`src/rtl/mem_responder_if.sv`:
```
// Bus between an initiator and mem_responder: word address, read/write strobes, write data,
// registered read data with a one-cycle valid.
interface mem_responder_if;
  logic [15:0] i_mem_addr;
  logic        i_mem_rd;
  logic        i_mem_wr;
  logic [15:0] i_mem_wrdata;
  logic [15:0] o_mem_rddata;
  logic        o_rd_valid;

  modport master (
    output i_mem_addr, i_mem_rd, i_mem_wr, i_mem_wrdata,
    input  o_mem_rddata, o_rd_valid
  );

  modport slave (
    input  i_mem_addr, i_mem_rd, i_mem_wr, i_mem_wrdata,
    output o_mem_rddata, o_rd_valid
  );
endinterface

```
`src/rtl/mem_responder.sv`:
```
// Memory-mapped responder: RAM, LED reg, synchronized switches, free-running timer; 1-cycle read latency.
// No backpressure: every request is accepted on the edge it is sampled; illegal accesses set a sticky error.
module mem_responder #(
  parameter int RAM_AW   = 8,
  parameter int TIMER_EN = 1
) (
  input  logic           clk,
  input  logic           reset,
  mem_responder_if.slave bus,
  input  logic [7:0]     i_sw,
  output logic [7:0]     o_ledr,
  output logic           o_err
);
  localparam int          RAM_WORDS = 2 ** RAM_AW;
  localparam bit          HAS_TIMER = (TIMER_EN != 0);
  localparam logic [15:0] LED_ADDR  = 16'h1000;
  localparam logic [15:0] SW_ADDR   = 16'h2000;
  localparam logic [15:0] TMR_ADDR  = 16'h3000;

  typedef enum logic {IDLE, RESP} state_t;

  state_t      state_q, state_d;
  logic [7:0]  ledr_q, ledr_d;
  logic        err_q, err_d;
  logic [15:0] timer_q, timer_d;
  logic [7:0]  sw_meta_q, sw_sync_q;
  logic [15:0] reg_rdata_q, reg_rdata_d;
  logic        sel_ram_q, sel_ram_d;
  logic [15:0] ram_rdata_q;
  logic [15:0] mem_q [RAM_WORDS];

  logic              rd_s, wr_s;
  logic              hit_ram, hit_led, hit_sw, hit_tmr, mapped;
  logic [RAM_AW-1:0] ram_idx;
  logic [15:0]       reg_rdata;

  // A write wins over a simultaneous read, so the read is only "sampled" when no write is present.
  assign wr_s    = bus.i_mem_wr;
  assign rd_s    = bus.i_mem_rd & ~bus.i_mem_wr;
  assign hit_ram = ({16'h0000, bus.i_mem_addr} < 32'(RAM_WORDS));
  assign hit_led = (bus.i_mem_addr == LED_ADDR);
  assign hit_sw  = (bus.i_mem_addr == SW_ADDR);
  assign hit_tmr = HAS_TIMER && (bus.i_mem_addr == TMR_ADDR);
  assign mapped  = hit_ram | hit_led | hit_sw | hit_tmr;
  assign ram_idx = bus.i_mem_addr[RAM_AW-1:0];

  always_ff @(posedge clk or posedge reset) begin
    if (reset) state_q <= IDLE;
    else       state_q <= state_d;
  end

  always_comb begin
    state_d     = IDLE;
    ledr_d      = ledr_q;
    timer_d     = timer_q + 16'd1;
    err_d       = err_q;
    reg_rdata   = 16'h0000;
    reg_rdata_d = reg_rdata_q;
    sel_ram_d   = sel_ram_q;

    if (rd_s) state_d = RESP;

    if (wr_s && hit_led) ledr_d = bus.i_mem_wrdata[7:0];
    if (wr_s && hit_tmr) timer_d = 16'h0000;
    if (!HAS_TIMER)      timer_d = 16'h0000;

    if (bus.i_mem_rd && bus.i_mem_wr)   err_d = 1'b1;
    if (wr_s && (hit_sw || !mapped))    err_d = 1'b1;
    if (rd_s && !mapped)                err_d = 1'b1;

    if (hit_led)      reg_rdata = {8'h00, ledr_q};
    else if (hit_sw)  reg_rdata = {8'h00, sw_sync_q};
    else if (hit_tmr) reg_rdata = timer_q;

    if (rd_s) begin
      reg_rdata_d = reg_rdata;
      sel_ram_d   = hit_ram;
    end
  end

  always_ff @(posedge clk or posedge reset) begin
    if (reset) begin
      ledr_q      <= 8'h00;
      err_q       <= 1'b0;
      timer_q     <= 16'h0000;
      sw_meta_q   <= 8'h00;
      sw_sync_q   <= 8'h00;
      reg_rdata_q <= 16'h0000;
      sel_ram_q   <= 1'b0;
    end else begin
      ledr_q      <= ledr_d;
      err_q       <= err_d;
      timer_q     <= timer_d;
      sw_meta_q   <= i_sw;
      sw_sync_q   <= sw_meta_q;
      reg_rdata_q <= reg_rdata_d;
      sel_ram_q   <= sel_ram_d;
    end
  end

  // RAM has no reset; its output register only loads on a sampled RAM read, so it holds otherwise.
  always_ff @(posedge clk) begin
    if (rd_s && hit_ram) ram_rdata_q <= mem_q[ram_idx];
    if (wr_s && hit_ram) mem_q[ram_idx] <= bus.i_mem_wrdata;
  end

  assign bus.o_mem_rddata = sel_ram_q ? ram_rdata_q : reg_rdata_q;
  assign bus.o_rd_valid   = (state_q == RESP);
  assign o_ledr           = ledr_q;
  assign o_err            = err_q;
endmodule
```
`src/flat_wrapper.sv`:
```
// flat-port wrapper written by rule: the top's interface ports become plain ports
module mem_responder_flat 
#(
  parameter int RAM_AW   = 8,
  parameter int TIMER_EN = 1
)
  (clk, reset, i_sw, o_ledr, o_err, bus_i_mem_addr, bus_i_mem_rd, bus_i_mem_wr, bus_i_mem_wrdata, bus_o_mem_rddata, bus_o_rd_valid);
  mem_responder_if bus_i ();
  input  logic clk;
  input  logic reset;
  input  logic [7:0] i_sw;
  output logic [7:0] o_ledr;
  output logic o_err;
  input wire logic [$bits(bus_i.i_mem_addr)-1:0] bus_i_mem_addr;
  input wire logic [$bits(bus_i.i_mem_rd)-1:0] bus_i_mem_rd;
  input wire logic [$bits(bus_i.i_mem_wr)-1:0] bus_i_mem_wr;
  input wire logic [$bits(bus_i.i_mem_wrdata)-1:0] bus_i_mem_wrdata;
  output wire logic [$bits(bus_i.o_mem_rddata)-1:0] bus_o_mem_rddata;
  output wire logic [$bits(bus_i.o_rd_valid)-1:0] bus_o_rd_valid;
  assign bus_i.i_mem_addr = bus_i_mem_addr;
  assign bus_i.i_mem_rd = bus_i_mem_rd;
  assign bus_i.i_mem_wr = bus_i_mem_wr;
  assign bus_i.i_mem_wrdata = bus_i_mem_wrdata;
  assign bus_o_mem_rddata = bus_i.o_mem_rddata;
  assign bus_o_rd_valid = bus_i.o_rd_valid;
  mem_responder #(.RAM_AW(RAM_AW), .TIMER_EN(TIMER_EN)) u_core (.clk(clk), .reset(reset), .bus(bus_i), .i_sw(i_sw), .o_ledr(o_ledr), .o_err(o_err));
endmodule
```
`config.mk`:
```
export PLATFORM = sky130hd
export DESIGN_NAME = mem_responder_flat
export DESIGN_NICKNAME = d
export VERILOG_FILES = /design/src/rtl/mem_responder_if.sv /design/src/rtl/mem_responder.sv /design/src/flat_wrapper.sv
export SDC_FILE = /design/constraint.sdc
export NUM_CORES = 2
export LEC_CHECK = 0
export BUFFER_PORTS_ARGS = -buffer_cell sky130_fd_sc_hd__buf_2
export CAP_MARGIN = 10
export CORE_UTILIZATION = 57
export CTS_CLUSTER_SIZE = 24
export DETAILED_ROUTE_END_ITERATION = 10
export PLACE_DENSITY = 0.77
export SYNTH_ARGS = -nofsm -noshare
export SYNTH_HDL_FRONTEND = slang
export SYNTH_SLANG_ARGS = --single-unit
```
`constraint.sdc`:
```
create_clock -name clk -period 2.65 [get_ports clk]
set_clock_uncertainty 0.2 [all_clocks]
set_input_delay 0.3975 -clock clk [delete_from_list [all_inputs] [get_ports clk]]
set_output_delay 0.3975 -clock clk [all_outputs]
set_load 0.02 [all_outputs]
```
==> metrics.txt <==
# TYPE chip_impl_metric gauge
chip_impl_metric{name="postPlaceCellArea",unit="mm²"} 0.175
chip_impl_metric{name="power.internal",unit="µW"} 107000
chip_impl_metric{name="detail_placement_hpwl",unit="µm"} 262000
chip_impl_metric{name="clock_tree.buffer_depth",unit=""} 4
chip_impl_info{name="crit_path_cell_trace",value="mux4_2 -> a22oi_2 -> a21oi_1 -> o41ai_4 -> buf_4 -> nand4_1"} 1
chip_impl_metric{name="detail_route.wirelength",unit="µm"} 453000
chip_impl_metric{name="worst_setup_hold_path_clk_slew",unit="ns"} 0.07
chip_impl_metric{name="slew_headroom",unit=""} 0.297
chip_impl_metric{name="number_of_buffers_added_on_ports",unit=""} 69
chip_impl_metric{name="synth-warning-count",unit=""} 0
chip_impl_info{name="synth_area_leaders",value="sky130_fd_sc_hd__edfxtp_1 (78%), sky130_fd_sc_hd__mux4_2 (15%), sky130_fd_sc_hd__a22oi_1 (2.4%)"} 1
chip_impl_metric{name="initial_core_util",unit=""} 0.575
chip_impl_metric{name="slowest_delay",unit="ns"} 0.70
chip_impl_metric{name="layout-drive-gt1-share",unit=""} 0.360
chip_impl_info{name="setup_repair_after_global_routing_missed_its_margin",value="true"} 1
chip_impl_metric{name="instance_count_of_the_mapped_netlist",unit=""} 6936
chip_impl_metric{name="finish.utilization",unit=""} 0.690
chip_impl_info{name="tritoncts",value="built"} 1
chip_impl_info{name="synth.top_cells.by_count",value="sky130_fd_sc_hd__edfxtp_1 (4112), sky130_fd_sc_hd__mux4_2 (1024), sky130_fd_sc_hd__a22oi_1 (512), sky130_fd_sc_hd__nor2_1 (292), sky130_fd_sc_hd__clkbuf_1 (282)"} 1
chip_impl_metric{name="yosys.cell_types.count",unit=""} 38
chip_impl_info{name="yosys.cell_count.top_type",value="sky130_fd_sc_hd__edfxtp_1"} 1
chip_impl_metric{name="timing.final.setup_violations",unit=""} 23
chip_impl_metric{name="htreeDepth",unit=""} 5
chip_impl_info{name="most_common_flop_cell_mapped_by_yosys",value="sky130_fd_sc_hd__edfxtp_1"} 1
chip_impl_metric{name="cts_inserted_buffers",unit=""} 399
chip_impl_metric{name="core_area",unit="mm²"} 0.275
chip_impl_metric{name="post-route-period-util",unit=""} 1.09
chip_impl_info{name="cpLargestDelayFamily",value="compound AO/OA/AOI/OAI gates"} 1
chip_impl_metric{name="residual_drc",unit=""} 0
chip_impl_metric{name="maxCapViolations",unit=""} 0
chip_impl_metric{name="worst_ep_required_time",unit="ns"} 3.09
chip_impl_metric{name="drt_first_pass_iters",unit=""} 8
chip_impl_metric{name="max_freq",unit="GHz"} 0.346
chip_impl_metric{name="grt-ovfl-total",unit=""} 0
chip_impl_metric{name="sequential_share_of_power",unit=""} 0.532
chip_impl_metric{name="avgViaCountPerCell",unit=""} 7.01
chip_impl_metric{name="power.switching_fraction",unit=""} 0.215
chip_impl_metric{name="static-leakage-power",unit="µW"} 0.0603
chip_impl_metric{name="worstSkewPairLatency",unit="ns"} 0.96
chip_impl_metric{name="core.rowCount",unit=""} 192
chip_impl_metric{name="grt_first_pass_wirelength",unit="µm"} 632000
chip_impl_metric{name="timing.final.ws_setup",unit="ns"} -0.237
chip_impl_metric{name="place_inst",unit=""} 11300
chip_impl_metric{name="final_max_slew_viol_count",unit=""} 0
chip_impl_metric{name="synth_nets",unit=""} 6981
chip_impl_metric{name="synth_edf_count",unit=""} 4112
chip_impl_metric{name="pre_cts_slack",unit="ns"} -1.73
chip_impl_metric{name="layout.cells.non_filler",unit=""} 12100
chip_impl_metric{name="gpl_wtd_cong",unit=""} 0.903
chip_impl_metric{name="groute.usage.overall",unit=""} 0.323
chip_impl_info{name="critical_path_class",value="reg2reg"} 1
chip_impl_metric{name="synth.yosys.seq_area_share",unit=""} 0.791
chip_impl_metric{name="powerDensity",unit="mW/mm²"} 719
chip_impl_metric{name="grt_pass1_vias",unit=""} 84900
chip_impl_metric{name="power.net_switching",unit="µW"} 29300
chip_impl_metric{name="crit_path_max_fanout",unit=""} 1
chip_impl_info{name="critPathSlowestCell",value="sky130_fd_sc_hd__o41ai_4"} 1
chip_impl_metric{name="hold-worst-slack",unit="ns"} 0.0650
chip_impl_metric{name="pin_count",unit=""} 70
chip_impl_metric{name="synth_top_area_share",unit=""} 0.782
chip_impl_metric{name="routed_length_per_instance",unit="µm"} 37.4
chip_impl_metric{name="postLayoutCellArea",unit="mm²"} 0.189
chip_impl_metric{name="vdd_drop_max",unit="mV"} 0.564
chip_impl_metric{name="num_vias",unit=""} 85100
chip_impl_metric{name="layout-area-overhead-vs-synth",unit="%"} 19.9
chip_impl_metric{name="critical_path.n_buffers_inverters",unit=""} 1
chip_impl_metric{name="pin_count_of_the_biggest_net_entering_global_routing",unit=""} 122
chip_impl_metric{name="total_die_area",unit="mm²"} 0.279
chip_impl_metric{name="timing_hold_violations_final",unit=""} 0
chip_impl_info{name="synth.largest_area_cell",value="sky130_fd_sc_hd__edfxtp_1"} 1
chip_impl_info{name="setup.worst_path.end_class",value="register"} 1
chip_impl_metric{name="share_comb_of_total_power",unit=""} 0.056
chip_impl_metric{name="syn-mean-instance-area",unit="µm²"} 22.8
chip_impl_metric{name="post_synth_instance_area",unit="mm²"} 0.158
chip_impl_metric{name="cts_num_sinks",unit=""} 4171
chip_impl_metric{name="worst-endpoint-arrival",unit="ns"} 3.33
chip_impl_metric{name="register_bit_total_from_synthesis",unit=""} 4171
chip_impl_metric{name="tmin_final",unit="ns"} 2.89
chip_impl_info{name="worstHoldPathType",value="in2reg"} 1
chip_impl_info{name="worst_setup_path_start_kind",value="register"} 1
chip_impl_info{name="failed_checks",value="negative setup slack"} 1
chip_impl_metric{name="async_flop_share",unit=""} 0.0141
chip_impl_metric{name="clock_power_share",unit=""} 0.412
chip_impl_info{name="run_status",value="complete, but fails checks"} 1
chip_impl_metric{name="grt_antenna_before_repair",unit=""} 23
chip_impl_metric{name="route.antenna.remaining_nets",unit=""} 0
chip_impl_metric{name="die_width",unit="µm"} 528
chip_impl_metric{name="detailedRoute.firstIterationViolations",unit=""} 14100
chip_impl_metric{name="num-nets-final",unit=""} 8150
chip_impl_metric{name="tightestPinTransition",unit="ns"} 1.05
chip_impl_metric{name="die_y",unit="µm"} 528
chip_impl_info{name="clock_tree.root_cell",value="sky130_fd_sc_hd__clkbuf_16"} 1
cell type report:
class                   instances  area [µm²]
diodes                         15        37.5
fillers                     15200       85200
clock buffers                 492       10600
well taps                    3686        4610
clock inverters               230        2070
repair buffers               1193       14300
multi-input cells            2332       32800
flip-flops and latches       4171      125000
inverters                       8        30.0
state kept, by name, summed over array words and instances, names as in the netlist:
register / cells
u_core.timer_q: 16
u_core.sw_meta_q: 8
u_core.o_ledr: 8
u_core.sel_ram_q: 1
u_core.ram_rdata_q: 16
u_core.mem_q: 4096
u_core.bus.o_rd_valid: 1
u_core.o_err: 1
u_core.reg_rdata_q: 16
u_core.sw_sync_q: 8
kinds of logic (layout without fill, tap and decap cells):
group / count (synthesis) / count (layout) / share of synthesized area
AO/OA/AOI/OAI: 852 / 852 / 0.0369
XOR/XNOR: 14 / 14 / 0.000777
adder cells (fa/ha/maj): 1 / 1 / 0.0000792
buffers and inverters: 433 / 1923 / 0.0118
flip-flops: 4171 / 4171 / 0.791
multiplexers: 1048 / 1048 / 0.148
other: 0 / 15 / 0
AND/OR/NAND/NOR: 417 / 417 / 0.0111
what timing repair did:
item                       4_1_cts  5_1_grt
pin swaps                       33       45
resized for setup              171       80
hold endpoints to repair      1898        0
setup endpoints to repair       31       35
hold buffers                    37        0
buffers inserted                 4        4
gates cloned                     0        2
layout by cell type, fill, tap and decap left out, types with 42 or more instances in the layout:
cell,synthesis,final
sky130_fd_sc_hd__a21oi_1,265,220
sky130_fd_sc_hd__clkinv_2,0,74
sky130_fd_sc_hd__a22oi_1,512,440
sky130_fd_sc_hd__mux4_2,1024,1024
sky130_fd_sc_hd__edfxtp_1,4112,4112
sky130_fd_sc_hd__buf_12,0,396
sky130_fd_sc_hd__clkbuf_16,0,407
sky130_fd_sc_hd__buf_4,17,671
sky130_fd_sc_hd__nand2_1,53,42
sky130_fd_sc_hd__nor2_1,292,220
sky130_fd_sc_hd__a22oi_2,0,72
sky130_fd_sc_hd__clkinv_1,1,86
sky130_fd_sc_hd__clkbuf_1,282,76
sky130_fd_sc_hd__dfrtp_1,59,58
final timing paths:
| check | start | endpoint | slack (ns) | cells past startpoint |
|---|---|---|---|---|
| max | u_core.mem_q[106][15] | u_core.ram_rdata_q[15] | -0.24 | 6 |
| min reg2reg | u_core.sw_meta_q[2] | u_core.sw_sync_q[2] | 0.15 | 0 |
| min in group asynchronous | reset | u_core.reg_rdata_q[7] | 0.55 | 4 |
| max in group asynchronous | reset | u_core.o_ledr[2] | 1.05 | 5 |
| max reg2reg | u_core.mem_q[106][15] | u_core.ram_rdata_q[15] | -0.24 | 6 |
| min | i_sw[4] | u_core.sw_meta_q[4] | 0.06 | 2 |
power by group through the flow:
stage               registers, µW  clock network (µW)  logic [µW]
floorplan                   73900                   0        3050
global placement            73900                   0        6760
detailed placement          73900                   0        6970
CTS                         72500               56200        7320
global route                72500               58600        7730
finish                      72500               56100        7580
per-stage QoR:
stage	setup TNS [ns]	total power, µW
final	-2.03	136000
after global routing	-2.25	139000
after CTS	-1.36	136000
after detailed placement	-873.06	80900
after global placement	-718.82	80700
after floorplan	-827.11	77000
worst reg2reg max path, delay by kind of cell, from the launching register on:
| family | cells | cell delay [ns] |
|---|---|---|
| AOI/OAI and AO/OA | 3 | 1.11 |
| buffers and inverters | 1 | 0.27 |
| DFF | 1 | 0.39 |
| muxes | 1 | 0.52 |
| and+or+nand+nor | 1 | 0.10 |
routing by layer:
layer,GRT usage,up-vias,part of all wire
met5,0,-,0.00027
met3,0.0818,1327,0.13
met2,0.512,7377,0.48
li1,-,32100,-
met1,0.414,44200,0.33
met4,0.178,18,0.064
(Power assumes the default switching activity.)
